===== src/rtl/arb_pkg.sv =====
// arb_pkg: shared types and constants for the arb_mux_4 arbiter.
//   N_REQ       : number of requesters sharing the datapath
//   req_idx_t   : requester index / mux select
//   arb_state_t : packet-lock FSM state (IDLE, LOCKED). The FSM is only
//                 built when ARB_MUX_4_LOCK_EN is defined.
package arb_pkg;

  localparam int N_REQ = 4;

  typedef logic [1:0] req_idx_t;

  typedef enum logic {
    IDLE   = 1'b0,
    LOCKED = 1'b1
  } arb_state_t;

endpackage


===== src/rtl/mux_4.sv =====
// mux_4: plain 4:1 data multiplexer, purely combinational.
//   i_sel        : select (0..3)
//   i_d0..i_d3   : data inputs, DATA_WIDTH bits each
//   o_y          : selected data
module mux_4 #(
  parameter int DATA_WIDTH = 8
) (
  input  logic [1:0]            i_sel,
  input  logic [DATA_WIDTH-1:0] i_d0,
  input  logic [DATA_WIDTH-1:0] i_d1,
  input  logic [DATA_WIDTH-1:0] i_d2,
  input  logic [DATA_WIDTH-1:0] i_d3,
  output logic [DATA_WIDTH-1:0] o_y
);

  always_comb begin
    o_y = i_d0;
    case (i_sel)
      2'd0: o_y = i_d0;
      2'd1: o_y = i_d1;
      2'd2: o_y = i_d2;
      2'd3: o_y = i_d3;
      default: o_y = i_d0;
    endcase
  end

endmodule


===== src/rtl/arb_mux_4.sv =====
// arb_mux_4: four-requester round-robin arbiter in front of a shared mux_4
// datapath, with a single registered output stage.
//
// Ports:
//   clk, rst              : clock, synchronous active-high reset
//   req_valid/req_ready   : per-requester handshake (4 bits each)
//   req_data_0..3         : per-requester beat data
//   req_last              : per-requester end-of-packet flag
//   out_data/out_last/out_src/out_valid : registered output beat
//   out_ready             : downstream accept
//   o_dbg_state           : packet-lock FSM state (constant IDLE when the
//                           lock feature is not built)
//
// Handshake: a beat moves when valid && ready in the same cycle. ready never
// depends on data; the output register loads when it is empty or draining
// (load = !out_valid || out_ready), and at most one req_ready bit is high.
//
// Build option ARB_MUX_4_LOCK_EN: when defined, the grant is held for a whole
// packet (first beat through the req_last beat) by a two-state FSM.
module arb_mux_4
  import arb_pkg::*;
#(
  parameter int DATA_WIDTH = 8
) (
  input  logic                  clk,
  input  logic                  rst,
  input  logic [N_REQ-1:0]      req_valid,
  input  logic [DATA_WIDTH-1:0] req_data_0,
  input  logic [DATA_WIDTH-1:0] req_data_1,
  input  logic [DATA_WIDTH-1:0] req_data_2,
  input  logic [DATA_WIDTH-1:0] req_data_3,
  input  logic [N_REQ-1:0]      req_last,
  output logic [N_REQ-1:0]      req_ready,
  output logic [DATA_WIDTH-1:0] out_data,
  output logic                  out_last,
  output req_idx_t              out_src,
  output logic                  out_valid,
  input  logic                  out_ready,
  output arb_state_t            o_dbg_state
);

  // Search starts one past the last winner; returns {found, index}.
  function automatic logic [2:0] rr_pick(input logic [N_REQ-1:0] req,
                                         input req_idx_t ptr);
    logic     found;
    req_idx_t idx;
    req_idx_t cand;
    found = 1'b0;
    idx   = ptr;
    for (int k = 1; k <= N_REQ; k++) begin
      cand = ptr + req_idx_t'(k);
      if (!found && req[cand]) begin
        found = 1'b1;
        idx   = cand;
      end
    end
    return {found, idx};
  endfunction

  req_idx_t              r_last_grant;
  logic [N_REQ-1:0]      w_req_elig;
  logic [2:0]            w_pick;
  logic                  w_grant_valid;
  req_idx_t              w_gnt_idx;
  logic                  w_load;
  logic                  w_xfer;
  logic                  w_last_sel;
  logic                  w_end_arb;
  logic [DATA_WIDTH-1:0] w_mux_y;

`ifdef ARB_MUX_4_LOCK_EN
  arb_state_t r_state;
  arb_state_t w_state_nxt;
  req_idx_t   r_owner;
  req_idx_t   w_owner_nxt;

  // While locked only the owner is visible to the search, so the search
  // naturally returns the owner or nothing.
  assign w_req_elig  = (r_state == LOCKED) ? (req_valid & (N_REQ'(1) << r_owner))
                                           : req_valid;
  assign w_end_arb   = w_xfer && w_last_sel;
  assign o_dbg_state = r_state;

  always_ff @(posedge clk) begin
    if (rst) begin
      r_state <= IDLE;
      r_owner <= '0;
    end else begin
      r_state <= w_state_nxt;
      r_owner <= w_owner_nxt;
    end
  end

  always_comb begin
    w_state_nxt = r_state;
    w_owner_nxt = r_owner;
    case (r_state)
      IDLE: begin
        if (w_xfer && !w_last_sel) begin
          w_state_nxt = LOCKED;
          w_owner_nxt = w_gnt_idx;
        end
      end
      LOCKED: begin
        if (w_xfer && w_last_sel) w_state_nxt = IDLE;
      end
      default: w_state_nxt = IDLE;
    endcase
  end
`else
  assign w_req_elig  = req_valid;
  assign w_end_arb   = w_xfer;
  assign o_dbg_state = IDLE;
`endif

  assign w_pick        = rr_pick(w_req_elig, r_last_grant);
  assign w_grant_valid = w_pick[2];
  assign w_gnt_idx     = w_pick[1:0];
  assign w_load        = !out_valid || out_ready;
  assign w_xfer        = w_load && w_grant_valid;
  assign w_last_sel    = req_last[w_gnt_idx];

  always_comb begin
    req_ready = '0;
    if (w_xfer) req_ready[w_gnt_idx] = 1'b1;
  end

  mux_4 #(.DATA_WIDTH(DATA_WIDTH)) u_mux (
    .i_sel (w_gnt_idx),
    .i_d0  (req_data_0),
    .i_d1  (req_data_1),
    .i_d2  (req_data_2),
    .i_d3  (req_data_3),
    .o_y   (w_mux_y)
  );

  // Output stage: overwrite on transfer (also when draining the same cycle),
  // otherwise clear valid once the held beat is taken.
  always_ff @(posedge clk) begin
    if (rst) begin
      out_valid <= 1'b0;
      out_data  <= '0;
      out_last  <= 1'b0;
      out_src   <= '0;
    end else if (w_xfer) begin
      out_valid <= 1'b1;
      out_data  <= w_mux_y;
      out_last  <= w_last_sel;
      out_src   <= w_gnt_idx;
    end else if (out_ready) begin
      out_valid <= 1'b0;
    end
  end

  // Reset value 3 gives requester 0 first priority.
  always_ff @(posedge clk) begin
    if (rst)            r_last_grant <= 2'd3;
    else if (w_end_arb) r_last_grant <= w_gnt_idx;
  end

endmodule


===== config.mk =====
export PLATFORM = sky130hd
export DESIGN_NAME = arb_mux_4
export DESIGN_NICKNAME = d
export VERILOG_FILES = /design/src/rtl/arb_pkg.sv /design/src/rtl/mux_4.sv /design/src/rtl/arb_mux_4.sv
export SDC_FILE = /design/constraint.sdc
export NUM_CORES = 1
export LEC_CHECK = 0
export CELL_PAD_IN_SITES_DETAIL_PLACEMENT = 1
export CELL_PAD_IN_SITES_GLOBAL_PLACEMENT = 1
export CORE_ASPECT_RATIO = 0.9
export CORE_MARGIN = 3
export CORE_UTILIZATION = 27
export CTS_BUF_LIST = sky130_fd_sc_hd__clkbuf_8
export DETAILED_ROUTE_END_ITERATION = 12
export GPL_ROUTABILITY_DRIVEN = 0
export GPL_TIMING_DRIVEN = 0
export PLACE_DENSITY_LB_ADDON = 0.1
export SLEW_MARGIN = 20
export SYNTH_ARGS = -nofsm -noshare
export SYNTH_HDL_FRONTEND = slang
export SYNTH_SLANG_ARGS = --single-unit

===== constraint.sdc =====
create_clock -name clk -period 3.9 [get_ports clk]
set_input_delay 0.39 -clock clk [delete_from_list [all_inputs] [get_ports clk]]
set_output_delay 0.39 -clock clk [all_outputs]
set_load 0.01 [all_outputs]

Yosys cells after proc, flatten, opt, wreduce, memory -nomap -nowiden
Cells that the tools add are included. W data, S select, Z words.

Flip-flop bits (word level): 14. Input port bits: 43. Output and inout port bits: 17. Logic and storage cells: 53.

Add/subtract/negate cells: 3. $lt $le $gt $ge: 6. Equal/unequal tests: 3. Multiplexer cells: 24. Reduce and logical (&&, ||, !) cells: 12.

Operators with widths (number): $pmux W8 S4 (1); $lt A2 B3 Y1 const B (5); $mux W1 (12); $bmux W1 S2 (5); $mux W2 (4); $logic_and A1 B1 Y1 (5); $add A2 B2 Y2 const B (2); $eq A2 B2 Y1 const B (2); $logic_not A1 Y1 (4); $mux W4 (1); $add A2 B1 Y2 const B (1); $demux W1 S2 (1); $eq A2 B1 Y1 const B (1); $ge A2 B1 Y1 const B (1); $logic_not A2 Y1 (1); $reduce_bool A2 Y1 (1); $logic_or A1 B1 Y1 (1).

Longest topological paths before layout
Gate-level depths: netlist of run 1.

Word-level depth: 18. Mapped depth: 6. Gate-level depth less buffers: 5.

By module
Synthesis of run 1 repeated with hierarchy kept, for this count alone.

Cells, all modules: 92. Area, all modules: 872.1 um^2.

By module, submodules not included: arb_mux_4 (times used 1, cells an instance 82, area each 675.6 um^2, seq. area each 280.3 um^2); mux_4 (times used 1, cells an instance 10, area each 196.4 um^2, seq. area each 0.0 um^2).

Worst setup path before layout of run 1
Ideal clock, no wire load.

Kind: input-to-output. From: input port req_valid[3]. To: output port req_ready[1]. Arrival: 1.399 ns. Data required time: 3.510 ns. Path slack: 2.111 ns. Stages on the path: 5. Path buffers: 1. Cells stage by stage: nor2b_2 -> o21a_1 -> buf_6 -> or2_1 -> nor3_1.

Cells in the longest elaborated chain, start to end: 17. Elaborated cells on any way between the ends: 29. Those cells by class: 2 x order compare; 19 x mux; 8 x reduce/logical.

RTL lines: from (decl) (RTL line arb_mux_4.sv:27) `input logic [N_REQ-1:0] req_valid,`; $bmux W1 S2 (RTL line arb_mux_4.sv:52) `if (!found && req[cand]) begin`; $mux W1 (not written as such) (RTL line arb_mux_4.sv:52); $mux W1 (RTL line arb_mux_4.sv:52); $logic_not A1 Y1 (RTL line arb_mux_4.sv:52); $logic_and A1 B1 Y1 (RTL line arb_mux_4.sv:52); $mux W1 (RTL line arb_mux_4.sv:52); $logic_not A1 Y1 (RTL line arb_mux_4.sv:52); $logic_and A1 B1 Y1 (RTL line arb_mux_4.sv:52); $mux W1 (RTL line arb_mux_4.sv:52); $logic_not A1 Y1 (RTL line arb_mux_4.sv:52); $logic_and A1 B1 Y1 (RTL line arb_mux_4.sv:52); $mux W2 (RTL line arb_mux_4.sv:52); $lt A2 B3 Y1 (not written as such) or $ge A2 B1 Y1 (tied branches) (RTL line arb_mux_4.sv:125) `if (w_xfer) req_ready[w_gnt_idx] = 1'b1;`; $logic_and A1 B1 Y1 (not written as such) (RTL line arb_mux_4.sv:125); $mux W1 (not written as such) (RTL line arb_mux_4.sv:125); $demux W1 S2 (RTL line arb_mux_4.sv:125); $mux W4 * (RTL line arb_mux_4.sv:125); to (decl) (RTL line arb_mux_4.sv:33) `output logic [N_REQ-1:0] req_ready,`.

Every way passes the cells marked *; elsewhere a longest branch is shown, timed or not. The select of a mux whose other input is x is not followed.

Final worst setup path of run 1
From: input port req_valid[3]. To: output port req_ready[2].

The elaborated chain is that of the path after synthesis.

==> out/summary.txt, run 1 <==
Slowest stage cell, crit path: clkdlybuf4s50_1
Fin. Hold Viols: 0
CTS tree: done
Ant diodes: 0
Vias/cell: 5.23
Ports: 60
Global-route wire length before repair: 5450 um
Total CTS buffers: 3
Max Cap Viol: 0
CP max stage delay: 0.53 ns
Die ar.: 4130 sq um
Layout Skew: 0.00141 ns
Crit path capture type: output pin
Finished Cell Area: 1590 sq um
Die Y: 61.3 um
Worst R2R Start: r_last_grant[0]
Critical path launch point type: input port
Mapped Nets: 156
Root Driver: clkbuf_8
Worst Path Arrival: 2.73 ns
Via count of the routed design: 1,130
Drt drc: 0
Initial Util: 0.292
GR Overflow Total: 0
Routed Wire Length: 3460 um
Yosys reg bits: 14
Share of layout cells above drive strength 1: 0.0977
Seq/Total Area, Yosys: 0.306
Critical path destination: req_ready[2]
# hold bufs at CTS: 0
Min-delay worst type: register to register
Worst reg-to-reg path cell count: 6
Unrepaired setup endpoints after global routing: false
Yosys cell types: 40
Slew @ Worst Pin: 0.641 ns
Row Count: 19
Syn Inst Count: 113
Worst vdd ir: 198 uV
Leak pwr: 0.572 nW
RR Endpoint: out_data[1]
Max-slew violations: 0
# nets final: 218
Maximum root-to-sink buffer count: 2
Dpl cell area: 1540 sq um
Critical-path cell list: clkdlybuf4s50_1 > nor2b_2 > o21ai_0 > o211a_1 > clkbuf_1 > and3_1 > clkdlybuf4s50_1
CP startpoint: req_valid[3]
Setup TNS: 0 ns
Clk slew on worst S/H paths: 0.06 ns
Clock sink count: 14
PD cells: 333 nW/um^2
Reg2reg setup slack: 2.17 ns
First-pass iteration count of the detailed router: 4
Syn_area_per_cell: 8.11 sq um
Main synth FF type: dfxtp_1
Min Clock Period, post-route: 3.12 ns
CP required: 3.51 ns
Fillcell total: 396
Core ar.: 3140 sq um
Synthesized area: 916 sq um
Post-route antenna net violation count: 0
Crit path top cell by count: clkdlybuf4s50_1
Antenna violations before repair: 0
Status: complete, no violations
Fmax: 320 MHz
Final worst-path cycle share: 0.800
Largest net degree at the start of global routing: 11
Initial DRC count: 18
CTS resizes: 0
# H-tree levels: 1
Die width: 67.4 um
Ys Warns: 0
Setup violators final: 0
Gr usage total: 0.178
Relative slew margins: 0.571
CP max FO: 10
Share of flip-flops with an asynchronous set or reset: 0
Post-synth EDFFs: 0
CP Class: input port to output pin
Vias in the first global route: 1,148
DP Wirelength: 2790 um
Layout area overhead: 74.0%
Post-CTS setup buffer count: 0
Port bufs: 57
Wire per inst: 16.0 um
Clk Latency, worst-skew pair: 0.25 ns
layout make-up:
class | instances | area [sq um] | area share
multi-input combinational | 92 | 597 | 0.374
timing repair buffer | 57 | 571 | 0.358
sequential | 14 | 280 | 0.176
clock buffer | 4 | 55.1 | 0.0345
tap | 42 | 52.6 | 0.0330
buffer | 6 | 35.0 | 0.0220
inverter | 1 | 3.75 | 0.00235
cell usage in the layout (no fill, tap or decap), types with 3 or more instances in the layout:
| cell type | count |
|---|---|
| dfxtp_1 | 14 |
| clkbuf_8 | 4 |
| nand2_1 | 14 |
| nor2_1 | 9 |
| clkdlybuf4s50_1 | 57 |
| nor2_2 | 3 |
| o21a_1 | 10 |
| a211oi_1 | 8 |
| o21ai_1 | 8 |
| o221ai_1 | 8 |
flip-flops by register name, summed over array words and instances, names as in the netlist:
signal        cells
out_last          1
out_src           2
r_last_grant      2
out_valid         1
out_data          8
layer usage:
layer,GRT usage,up-vias,share of wire
met4,0.0347,0,0.0061
met1,0.219,540,0.43
li1,-,554,-
met5,0,-,0
met3,0.0493,4,0.051
met2,0.315,32,0.51
worst min path at each step:
stage | from | to | slack [ns] | depth (start not counted)
after floorplan | out_data[0] | out_data[0] | 0.47 | 2
after global placement | out_data[5] | out_data[5] | 0.44 | 2
after detailed placement | out_data[4] | out_data[4] | 0.45 | 2
after CTS | out_data[4] | out_data[4] | 0.46 | 2
after global routing | out_data[6] | out_data[6] | 0.48 | 2
final | out_data[4] | out_data[4] | 0.45 | 2
worst max-delay path: cells and delay by family:
family	cells	cell delay, ns
AO/OA/AOI/OAI	2	0.43
buffers and inverters	3	1.45
AND/OR/NAND/NOR	2	0.46
power by group:
part	switching (mW)	total, mW	internal (mW)
logic	0.0968	0.212	0.115
clock network	0.0572	0.147	0.0896
registers	0.0107	0.172	0.162
Yosys cell counts (2+ instances only):
cell / instances / area (sq um)
a211oi_1: 8 / 60.1
nor2_2: 3 / 18.8
nor2_1: 9 / 33.8
o21ai_1: 8 / 40.0
nor3_1: 2 / 10.0
nor2b_2: 2 / 17.5
nand2_1: 14 / 52.6
o221ai_1: 8 / 70.1
a21oi_1: 2 / 10.0
clkbuf_1: 2 / 7.51
o21a_1: 10 / 75.1
a31oi_1: 2 / 12.5
o21ai_0: 2 / 10.0
o21bai_1: 2 / 15.0
dfxtp_1: 14 / 280
per-stage QoR:
stage	power (mW)	util	hold WS [ns]	instances	setup WS [ns]
2_1_floorplan	0.275	-	0.474	113	2.11
3_3_place_gp	0.384	0.490	0.438	212	0.796
3_5_place_dp	0.390	0.490	0.447	212	0.761
4_1_cts	0.537	0.508	0.456	216	0.745
5_1_grt	0.564	0.508	0.481	216	0.649
6_report	0.531	0.508	0.453	216	0.778
cells by family after synthesis:
logic type,Yosys count,share of synthesized area
buffers and inverters,7,0.0423
DFF,14,0.306
other,1,0.00409
AOI/OAI and AO/OA,50,0.414
and+or+nand+nor,41,0.234
Power figures use the tool's default switching activity.
==> run 2, diff against run 1 <==
Settings changed: CORE_UTILIZATION 27 to 25.
Clock period 3.9 ns to 3.2 ns, I/O delays scaled along.
==> run 2 against run 1 <==
Clock skew decreased by 0.00087 ns. Power increased by 22%. Sequential power increased by 23%. Cell area about the same. Via count unchanged. Largest power group unchanged.
==> out/summary.txt, run 2 (synthesis results as in run 1) <==
Clock sink count: 14 (unchanged)
Levels on crit path: 8 (was 7)
GR Overflow Total: 0 (unchanged)
Crit path top cell by count: clkdlybuf4s50_1 (unchanged)
CTS tree: done (unchanged)
Min Hold Slack: 0.455 ns (was 0.453 ns)
Fillcell total: 416 (was 396)
Clk slew on worst S/H paths: 0.06 ns (about the same)
Post-CTS setup buffer count: 0 (unchanged)
Layout Skew: 0.000546 ns (was 0.00141 ns)
Port bufs: 57 (unchanged)
Largest register FFs: 8 (unchanged)
Max Cap Viol: 0 (unchanged)
Fmax: 344 MHz
Core ar.: 3450 sq um (was 3140 sq um)
Worst vdd ir: 185 uV (was 198 uV)
CTS resizes: 0 (unchanged)
CP top delay family: buffers and inverters (unchanged)
Worst R2R Start: r_last_grant[0] (unchanged)
Critical path launch point type: input port (unchanged)
CP Buf/Inv Count: 3 (unchanged)
CP Class: input port to output pin (unchanged)
Die Y: 63.4 um (was 61.3 um)
Largest regs: out_data (8), out_src (2), r_last_grant (2) (unchanged)
Initial Util: 0.265 (was 0.292)
Global-route wire length before repair: 5800 um (was 5450 um)
Area of the multi-input gates: 597 sq um (unchanged)
Slew @ Worst Pin: 0.659 ns (was 0.641 ns)
DP Wirelength: 2780 um (was 2790 um)
Dpl cell area: 1540 sq um (about the same)
Commonest non-fill, non-tap cell in the layout: clkdlybuf4s50_1 (unchanged)
Min-delay worst type: register to register (unchanged)
Leak pwr: 0.571 nW (was 0.572 nW)
Antenna violations before repair: 0 (unchanged)
Post-route antenna net violation count: 0 (unchanged)
Via count of the routed design: 1,130 (unchanged)
Fin. Hold Viols: 0 (unchanged)
Commonest non-fill, non-tap cells in the layout: clkdlybuf4s50_1 (57), nand2_1 (14), dfxtp_1 (14), o21a_1 (10), nor2_1 (9) (unchanged)
Ports: 60 (unchanged)
Critical-path cell list: clkdlybuf4s50_1 > nor2_2 > nor3_2 > buf_2 > or2_1 > nand2_1 > nor2_1 > clkdlybuf4s50_1 (was clkdlybuf4s50_1 > nor2b_2 > o21ai_0 > o211a_1 > clkbuf_1 > and3_1 > clkdlybuf4s50_1)
Largest net degree at the start of global routing: 11 (unchanged)
First-pass iteration count of the detailed router: 4 (unchanged)
Slowest stage cell, crit path: clkdlybuf4s50_1 (unchanged)
Gr usage total: 0.164 (was 0.178)
Maximum root-to-sink buffer count: 2 (unchanged)
Row Count: 20 (was 19)
PD cells: 405 nW/um^2 (was 333 nW/um^2)
Unrepaired setup endpoints after global routing: false (unchanged)
Sequential cell area: 280 sq um (unchanged)
CP max FO: 10 (unchanged)
Share of layout cells above drive strength 1: 0.0983 (was 0.0977)
Relative slew margins: 0.559 (was 0.571)
Worst Path Arrival: 2.58 ns (was 2.73 ns)
RR Endpoint: out_data[7] (was out_data[1])
Final worst-path cycle share: 0.908
Drt drc: 0 (unchanged)
Setup violators final: 0 (unchanged)
Die ar.: 4430 sq um (was 4130 sq um)
Vias in the first global route: 1,150 (was 1,148)
CP startpoint: req_valid[2] (was req_valid[3])
Most flops, register: out_data (unchanged)
Crit path capture type: output pin (unchanged)
Finished Cell Area: 1590 sq um (about the same)
Wire per inst: 16.3 um (was 16.0 um)
# hold bufs at CTS: 0 (unchanged)
Vias/cell: 5.21 (was 5.23)
Setup TNS: 0 ns (unchanged)
Critical path destination: req_ready[3] (was req_ready[2])
Die width: 69.8 um (was 67.4 um)
CP required: 2.88 ns (was 3.51 ns)
Root Driver: clkbuf_8 (unchanged)
Status: complete, no violations (unchanged)
Total CTS buffers: 3 (unchanged)
Min Clock Period, post-route: 2.90 ns
Initial DRC count: 55 (was 18)
# nets final: 217 (was 218)
Routed Wire Length: 3530 um (was 3460 um)
Worst reg-to-reg path cell count: 5 (was 6)
CP max stage delay: 0.66 ns (was 0.53 ns)
Ant diodes: 0 (unchanged)
Max-slew violations: 0 (unchanged)
Clk Latency, worst-skew pair: 0.25 ns (about the same)
Non-Filler Instances: 217 (was 216)
DP Cell Count: 214 (was 212)
Layout area overhead: 73.9% (was 74.0%)
Reg2reg setup slack: 1.44 ns (was 2.17 ns)
# H-tree levels: 1 (unchanged)
==> run 2: changes by cell type in the layout (fill, tap and decap cells not counted), sizes merged <==
cell,delta
clkbuf,-1
==> run 2: how the worst min path moves through the flow <==
| stage | from | slack, ns | cells after the start | end |
|---|---|---|---|---|
| after floorplan | out_data[0] | 0.47 | 2 | out_data[0] |
| after global placement | out_data[0] | 0.44 | 2 | out_data[0] |
| after detailed placement | out_data[6] | 0.45 | 2 | out_data[6] |
| after CTS | out_data[1] | 0.46 | 2 | out_data[1] |
| after global routing | out_data[2] | 0.48 | 2 | out_data[2] |
| final | out_data[1] | 0.45 | 2 | out_data[1] |
==> run 2: power by group <==
group          internal [mW]  total [mW]  switching (mW)
clock network          0.109       0.176          0.0668
logic                  0.139       0.259           0.119
registers              0.197       0.211          0.0137
total                  0.446       0.646           0.200
==> run 2: tightest hold or removal path, delay by kind of cell (launching register included) <==
family | cells | cell delay, ns
and+or+nand+nor | 1 | 0.05
AOI/OAI and AO/OA | 1 | 0.05
DFF | 1 | 0.31
==> run 2: per-layer routing <==
metal,track usage,wire length (um),vias up
met1,0.212,1530,531
met2,0.271,1710,40
li1,-,-,552
met5,0,0,-
met3,0.0526,259,7
met4,0.0287,29,0
==> run 2: stage by stage <==
stage               utilization  setup WS, ns  power [mW]
detailed placement        0.446         0.178       0.477
global route              0.461         0.118       0.690
CTS                       0.462         0.158       0.659
global placement          0.446         0.184       0.470
finish                    0.461         0.296       0.646
floorplan                     -          1.51       0.336
==> run 2: cell type report <==
type	count	area share
clock buffers	4	0.0346
well taps	44	0.0346
plain buffers	5	0.0196
multi-input cells	92	0.375
flip-flops and latches	14	0.176
repair buffers	57	0.358
inverters	1	0.00236
